`src/rtl/pipe_pkg.sv`:
```
// Shared definitions for datapath pipeline stage registers:
// ID/EX control layout, bubble encoding and skid-buffer states.
package pipe_pkg;

  localparam int NPC_OP_W  = 2;
  localparam int RF_WSEL_W = 2;
  localparam int RF_WE_W   = 1;
  localparam int SEXT_OP_W = 3;
  localparam int ALU_OP_W  = 4;
  localparam int B_SEL_W   = 1;
  localparam int BR_OP_W   = 3;
  localparam int DRAM_WE_W = 1;

  localparam int DRAM_WE_OFF = 0;
  localparam int BR_OP_OFF   = DRAM_WE_OFF + DRAM_WE_W;
  localparam int B_SEL_OFF   = BR_OP_OFF + BR_OP_W;
  localparam int ALU_OP_OFF  = B_SEL_OFF + B_SEL_W;
  localparam int SEXT_OP_OFF = ALU_OP_OFF + ALU_OP_W;
  localparam int RF_WE_OFF   = SEXT_OP_OFF + SEXT_OP_W;
  localparam int RF_WSEL_OFF = RF_WE_OFF + RF_WE_W;
  localparam int NPC_OP_OFF  = RF_WSEL_OFF + RF_WSEL_W;

  localparam int ID_EX_CTRL_W = NPC_OP_OFF + NPC_OP_W;

  // All-zero control keeps rf_we and dram_we low, so a bubble is harmless.
  localparam logic [ID_EX_CTRL_W-1:0] CTRL_NOP_ENC = '0;

  typedef enum logic [1:0] {
    EMPTY = 2'd0,
    ONE   = 2'd1,
    TWO   = 2'd2
  } skid_state_e;

endpackage

```
`src/rtl/pipe_stage_reg_if.sv`:
```
// Valid/ready beat interface between two pipeline stages,
// carrying the control and data bundles on both sides of a stage.
interface pipe_stage_reg_if
  import pipe_pkg::*;
#(
  parameter int CTRL_W = ID_EX_CTRL_W,
  parameter int DATA_W = 128
);

  logic              in_valid;
  logic              in_ready;
  logic [CTRL_W-1:0] in_ctrl;
  logic [DATA_W-1:0] in_data;
  logic              out_valid;
  logic              out_ready;
  logic [CTRL_W-1:0] out_ctrl;
  logic [DATA_W-1:0] out_data;

  modport master (
    output in_valid, in_ctrl, in_data, out_ready,
    input  in_ready, out_valid, out_ctrl, out_data
  );

  modport slave (
    input  in_valid, in_ctrl, in_data, out_ready,
    output in_ready, out_valid, out_ctrl, out_data
  );

endinterface

```
`src/rtl/sat_counter.sv`:
```
// Saturating up-counter with synchronous clear,
// used for performance-debug event counts.
module sat_counter #(
  parameter int W = 16
) (
  input  logic         clk,
  input  logic         rst,
  input  logic         inc,
  input  logic         clear,
  output logic [W-1:0] count
);

  always_ff @(posedge clk or posedge rst) begin
    if (rst) begin
      count <= '0;
    end else if (clear) begin
      count <= '0;
    end else if (inc && (count != '1)) begin
      count <= count + W'(1);
    end
  end

endmodule

```
`src/rtl/pipe_stage_reg.sv`:
```
// Generic pipeline stage register with flush, optional skid
// buffer, occupancy and saturating downstream-stall counter.
module pipe_stage_reg
  import pipe_pkg::*;
#(
  parameter int                CTRL_W      = ID_EX_CTRL_W,
  parameter int                DATA_W      = 128,
  parameter logic [CTRL_W-1:0] CTRL_NOP    = '0,
  parameter int                SKID        = 1,
  parameter int                STALL_CNT_W = 16
) (
  input  logic                   clk,
  input  logic                   rst,
  input  logic                   flush,
  pipe_stage_reg_if.slave        bus,
  output logic [1:0]             occupancy,
  output logic [STALL_CNT_W-1:0] stall_cnt
);

  skid_state_e       state;
  skid_state_e       nstate;
  logic [CTRL_W-1:0] ctrl_q;
  logic [CTRL_W-1:0] skid_ctrl_q;
  logic [DATA_W-1:0] data_q;
  logic [DATA_W-1:0] skid_data_q;
  logic              rdy_q;
  logic              vld;
  logic              in_rdy;
  logic              in_fire;
  logic              out_fire;
  logic              load_main;
  logic              load_skid;
  logic              shift;

  assign vld      = (state != EMPTY);
  assign in_fire  = bus.in_valid & in_rdy;
  assign out_fire = vld & bus.out_ready;

  // Without a skid slot the stage can only take a beat as one leaves.
  assign in_rdy = (SKID != 0) ? rdy_q
                : (!rst & (bus.out_ready | !vld));

  always_comb begin
    nstate    = state;
    load_main = 1'b0;
    load_skid = 1'b0;
    shift     = 1'b0;
    if (flush) begin
      nstate = EMPTY;
    end else begin
      unique case (state)
        EMPTY: begin
          if (in_fire) begin
            nstate    = ONE;
            load_main = 1'b1;
          end
        end
        ONE: begin
          unique case ({in_fire, out_fire})
            2'b11: load_main = 1'b1;
            2'b10: begin
              nstate    = TWO;
              load_skid = 1'b1;
            end
            2'b01: nstate = EMPTY;
            default: ;
          endcase
        end
        TWO: begin
          if (out_fire) begin
            nstate = ONE;
            shift  = 1'b1;
          end
        end
        default: nstate = EMPTY;
      endcase
    end
  end

  always_ff @(posedge clk or posedge rst) begin
    if (rst) begin
      state       <= EMPTY;
      rdy_q       <= 1'b0;
      ctrl_q      <= '0;
      data_q      <= '0;
      skid_ctrl_q <= '0;
      skid_data_q <= '0;
    end else begin
      state <= nstate;
      rdy_q <= (nstate != TWO);
      if (load_main) begin
        ctrl_q <= bus.in_ctrl;
        data_q <= bus.in_data;
      end else if (shift) begin
        ctrl_q <= skid_ctrl_q;
        data_q <= skid_data_q;
      end
      if (flush) begin
        skid_ctrl_q <= '0;
        skid_data_q <= '0;
      end else if (load_skid) begin
        skid_ctrl_q <= bus.in_ctrl;
        skid_data_q <= bus.in_data;
      end
    end
  end

  assign bus.in_ready  = in_rdy;
  assign bus.out_valid = vld;
  assign bus.out_ctrl  = vld ? ctrl_q : CTRL_NOP;
  assign bus.out_data  = data_q;
  assign occupancy     = state;

  sat_counter #(
    .W (STALL_CNT_W)
  ) u_stall (
    .clk   (clk),
    .rst   (rst),
    .inc   (vld & !bus.out_ready),
    .clear (1'b0),
    .count (stall_cnt)
  );

endmodule

```
`src/flat_wrapper.sv`:
```
// flat-port wrapper written by rule: the top's interface ports become plain ports
module pipe_stage_reg_flat import pipe_pkg::*;
#(
  parameter int                CTRL_W      = ID_EX_CTRL_W,
  parameter int                DATA_W      = 128,
  parameter logic [CTRL_W-1:0] CTRL_NOP    = '0,
  parameter int                SKID        = 1,
  parameter int                STALL_CNT_W = 16
)
  (clk, rst, flush, occupancy, stall_cnt, bus_in_valid, bus_in_ctrl, bus_in_data, bus_out_ready, bus_in_ready, bus_out_valid, bus_out_ctrl, bus_out_data);
  pipe_stage_reg_if #(.CTRL_W(CTRL_W), .DATA_W(DATA_W)) bus_i ();
  input  logic clk;
  input  logic rst;
  input  logic flush;
  output logic [1:0] occupancy;
  output logic [STALL_CNT_W-1:0] stall_cnt;
  input wire logic [$bits(bus_i.in_valid)-1:0] bus_in_valid;
  input wire logic [$bits(bus_i.in_ctrl)-1:0] bus_in_ctrl;
  input wire logic [$bits(bus_i.in_data)-1:0] bus_in_data;
  input wire logic [$bits(bus_i.out_ready)-1:0] bus_out_ready;
  output wire logic [$bits(bus_i.in_ready)-1:0] bus_in_ready;
  output wire logic [$bits(bus_i.out_valid)-1:0] bus_out_valid;
  output wire logic [$bits(bus_i.out_ctrl)-1:0] bus_out_ctrl;
  output wire logic [$bits(bus_i.out_data)-1:0] bus_out_data;
  assign bus_i.in_valid = bus_in_valid;
  assign bus_i.in_ctrl = bus_in_ctrl;
  assign bus_i.in_data = bus_in_data;
  assign bus_i.out_ready = bus_out_ready;
  assign bus_in_ready = bus_i.in_ready;
  assign bus_out_valid = bus_i.out_valid;
  assign bus_out_ctrl = bus_i.out_ctrl;
  assign bus_out_data = bus_i.out_data;
  pipe_stage_reg #(.CTRL_W(CTRL_W), .DATA_W(DATA_W), .CTRL_NOP(CTRL_NOP), .SKID(SKID), .STALL_CNT_W(STALL_CNT_W)) u_core (.clk(clk), .rst(rst), .flush(flush), .bus(bus_i), .occupancy(occupancy), .stall_cnt(stall_cnt));
endmodule
```
`config.mk`:
```
export PLATFORM = sky130hd
export DESIGN_NAME = pipe_stage_reg_flat
export DESIGN_NICKNAME = d
export VERILOG_FILES = /design/src/rtl/pipe_pkg.sv /design/src/rtl/pipe_stage_reg_if.sv /design/src/rtl/sat_counter.sv /design/src/rtl/pipe_stage_reg.sv /design/src/flat_wrapper.sv
export SDC_FILE = /design/constraint.sdc
export NUM_CORES = 1
export LEC_CHECK = 0
export ABC_CLOCK_PERIOD_IN_PS = 17900
export BUFFER_PORTS_ARGS = -buffer_cell sky130_fd_sc_hd__clkbuf_2
export CORE_ASPECT_RATIO = 0.9
export CORE_MARGIN = 2
export CORE_UTILIZATION = 55
export DETAILED_ROUTE_END_ITERATION = 8
export GPL_TIMING_DRIVEN = 0
export PLACE_DENSITY = 0.94
export SLEW_MARGIN = 40
export SYNTH_ARGS = -nofsm -noshare
export SYNTH_HDL_FRONTEND = slang
export SYNTH_SLANG_ARGS = --single-unit
export TNS_END_PERCENT = 1
```
`constraint.sdc`:
```
create_clock -name clk -period 17.9 [get_ports clk]
set_input_delay 0 -clock clk [delete_from_list [all_inputs] [get_ports clk]]
set_output_delay 0 -clock clk [all_outputs]
set_load 0.03 [all_outputs]
```
==> results by group <==
Outcome
  – Status: complete, no violations

Worst setup path
  – Crit. End Element: flip-flop
  – CP max FO: 10
  – Worst-case reg-to-reg path depth: 6
  – Reg-to-Reg Start: u_core.occupancy[0]$_DFF_PP0_
  – R2r endpoint: u_core.bus.out_data[118]$_DFFE_PP0P_
  – CP Launch Type: flip-flop
  – Launch point of the worst path: u_core.occupancy[0]$_DFF_PP0_
  – Critical Path RT: between 15 and 20 ns
  – Critical path data arrival time: between 2 and 3 ns
  – CP Class: reg -> reg
  – Internal reg-to-reg setup slack: about 15 ns

Die
  – Die area: about 24000 um^2
  – Core outline area: roughly 23000 um^2
  – Placement row count: 52
  – Initial Util: a little under three fifths
  – Chip width: 164 um
  – I/O pin cnt: between 300 and 400
  – Chip Height: between 100 and 150 um

Yosys
  – Yosys top cell by area: dfrtp_1
  – #FFs+latches synth: 309
  – EDFF count, synth: 0
  – Mean post-synth cell area: 12.0 um^2
  – Cell area after synthesis: 12700 um^2
  – Post-synth ARST share: 100%
  – Commonest cells in the netlist: dfrtp_1 (309), nor2_1 (150), a21oi_1 (147)
  – Synth unique cells: 36
  – Most numerous cell in the Yosys netlist: dfrtp_1
  – Synth top area share: between 60% and 70%
  – YS warnings: 0
  – Post-Syn Instances: around 1100
  – Syn nets: about 1200
  – Ys flop type: dfrtp_1
  – Sequential-to-total area share from yosys stat: about three fifths
  – Synth top area cells: dfrtp_1 (61%), mux2i_1 (11%), a22o_1 (10%)

GRT
  – Initial antenna violation count: 2
  – First-pass GRT wire length: 65600 um
  – All-Layer GR Usage: about a third
  – Largest net degree at the start of global routing: 86
  – Vias in the first global route: 12000
  – Total gr overflow: 0

Power and ir drop
  – Part of the power in registers: about two fifths
  – Sw frac: between 30% and 40%
  – Switching power: 0.000627 W
  – Clock Power Share: a little over a third
  – VDD IR max: between 0.1 and 0.15 mV
  – Int Pwr: 0.00135 W
  – Comb pwr share: a little over a fifth
  – Leakage: 8.09 nW
  – PD cells: around 110 nW/um^2
  – Power consumption: a little under 0.002 W

Detailed routing
  – 1st-pass router iterations: 5
  – DRC violations left: 0
  – Total Routed Length: ~42000 um
  – Initial DRC Count: about 1100
  – Routed Antenna Nets: 0
  – Routed WL per cell: 22.4 um
  – Routed via count: 11500
  – Via/cell ratio: 6.08

Flow run
  – MaxCap Viol Count: 0

Place
  – Detail Placement HPWL: 24500 um
  – Port buffer count: around 310
  – Routability cong.: approximately 0.87

Final layout
  – Layout net count: about 1700
  – Share of cells above drive strength 1: about a quarter
  – Fillers: between 1000 and 1500
  – Area delta synth->final: 36.8%
  – Register area: a little under 8000 um^2
  – Multi-input gate area: 4600 um^2

STA
  – Worst Tran Pin Value: between 0.7 and 0.8 ns
  – Finish-stage setup viols: 0
  – TNS Setup: 0 ns
  – RSZ-0062 raised after global routing: no
  – Worst Skew: roughly 0.021 ns
  – Slew margin rel.: a little under half
  – Final Cycle Share: between 10% and 20%
  – Max Slew Vio Count: 0
  – Max Fclk: around 400 MHz
  – Hold Violations, Final: 0
  – Post-route minimum period: ~2.5 ns

CTS
  – Root Buffer: clkbuf_16
  – Clock transition at path regs: about 0.070 ns
  – Hold-fix buffers, CTS: 150
  – Clk Latency, worst-skew pair: between 0.5 and 0.6 ns
  – Sink Count: ~310
  – CTS tree: yes
  – CTS HTree Levels: 1
  – Clock tree buffer depth: 3
  – CTS buffer count: 31
  – Setup Fix Bufs, Post-CTS: 0
  – CTS resizes: 0

Worst hold path
  – Min-Delay Endpoint: u_core.occupancy[1]$_DFF_PP0_
  – Hold path startpoint: bus_in_valid
  – Hold WC Path Type: in -> reg
  – Worst Hold Depth: 5
cell usage in the layout (no fill, tap or decap), types with 2 or more instances in the layout:
master	n
bufinv_16	7
diode_2	3
clkbuf_8	4
nand3_1	5
clkbuf_1	44
and3_1	3
buf_1	8
clkbuf_16	31
and4_1	4
a21oi_1	147
nor2b_1	19
dfrtp_1	309
mux2i_1	145
mux2_2	2
dlygate4sd3_1	150
nand2_1	5
xor2_1	4
nand4_1	8
and2_1	2
clkbuf_2	314
nor2_1	149
inv_1	3
a22o_1	145
nor4_1	2
buf_4	6
buf_6	2
clkinv_2	3
nor3_1	5
clkinvlp_4	2
xnor2_1	10
buf_16	4
buf_2	29
stage by stage:
step	util, %	setup WS [ns]	instance area, um^2	hold WS, ns	cells
floorplan	-	9.36	12700	0.0664	1064
global placement	64.9	6.47	14700	0.233	1675
detailed placement	65.5	15.39	14800	0.000878	1679
CTS	77.0	15.36	17400	0.0622	1884
global route	77.1	15.22	17400	0.211	1886
finish	77.1	15.38	17400	0.178	1887
worst max-delay path, stage by stage (launching register included):
cell and delay (ns):
dfrtp_1 0.49, nor2b_1 0.30, or4_1 0.20, clkbuf_1 0.61, clkbuf_1 0.50, nor2_1 0.10, a21oi_1 0.22
flip-flops by register name (all words and copies together), names as in the netlist:
name                  cells
u_core.ctrl_q            17
u_core.bus.out_data     128
u_core.skid_ctrl_q       17
u_core.skid_data_q      128
u_core.occupancy          2
u_core.bus.in_ready       1
u_core.u_stall.count     16
metal layers:
| layer | track usage (%) | wire, um | part of all wire [%] |
|---|---|---|---|
| met5 | 0 | 0 | 0 |
| met4 | 16.8 | 2260 | 5.3 |
| met3 | 6.66 | 3310 | 7.8 |
| met1 | 43.0 | 15600 | 37 |
| met2 | 57.7 | 21000 | 50 |
layout make-up:
cell class | count | share of cell area (%)
tap | 297 | 2.14
timing repair buffer | 468 | 18.3
clock buffer | 42 | 4.92
inverter | 4 | 0.129
clock inverter | 13 | 1.43
multi-input combinational | 669 | 26.4
sequential | 309 | 44.4
buffer | 82 | 2.19
antenna | 3 | 0.0431
how the worst max path moves through the flow:
stage               slack, ns                              endpoint  cells past startpoint
global route            15.22  u_core.bus.out_data[123]$_DFFE_PP0P_                      6
floorplan                9.36         u_core.bus.in_ready$_DFF_PP0_                      1
detailed placement      15.39    u_core.skid_data_q[35]$_DFFE_PP0P_                      5
global placement         6.47  u_core.bus.out_data[109]$_DFFE_PP0P_                      2
finish                  15.38  u_core.bus.out_data[118]$_DFFE_PP0P_                      6
CTS                     15.36     u_core.skid_data_q[8]$_DFFE_PP0P_                      5
power groups by stage:
stage,combinational [W],clock (W),sequential (W)
floorplan,0.000132,0,0.000945
global placement,0.000374,0,0.000829
detailed placement,0.000388,0,0.000833
CTS,0.000419,0.000713,0.000822
global route,0.000460,0.000749,0.000834
finish,0.000434,0.000714,0.000829
kinds of logic after synthesis:
kind of cell,after synthesis,synth area share (%)
flip-flops,309,60.8
AO/OA/AOI/OAI,298,16.2
AND/OR/NAND/NOR,209,7.27
multiplexers,147,11.6
buffers and inverters,86,3.12
XOR/XNOR,14,0.964
adder cells (fa/ha/maj),1,0.0984
No activity file was read; power rests on OpenSTA's default activity.
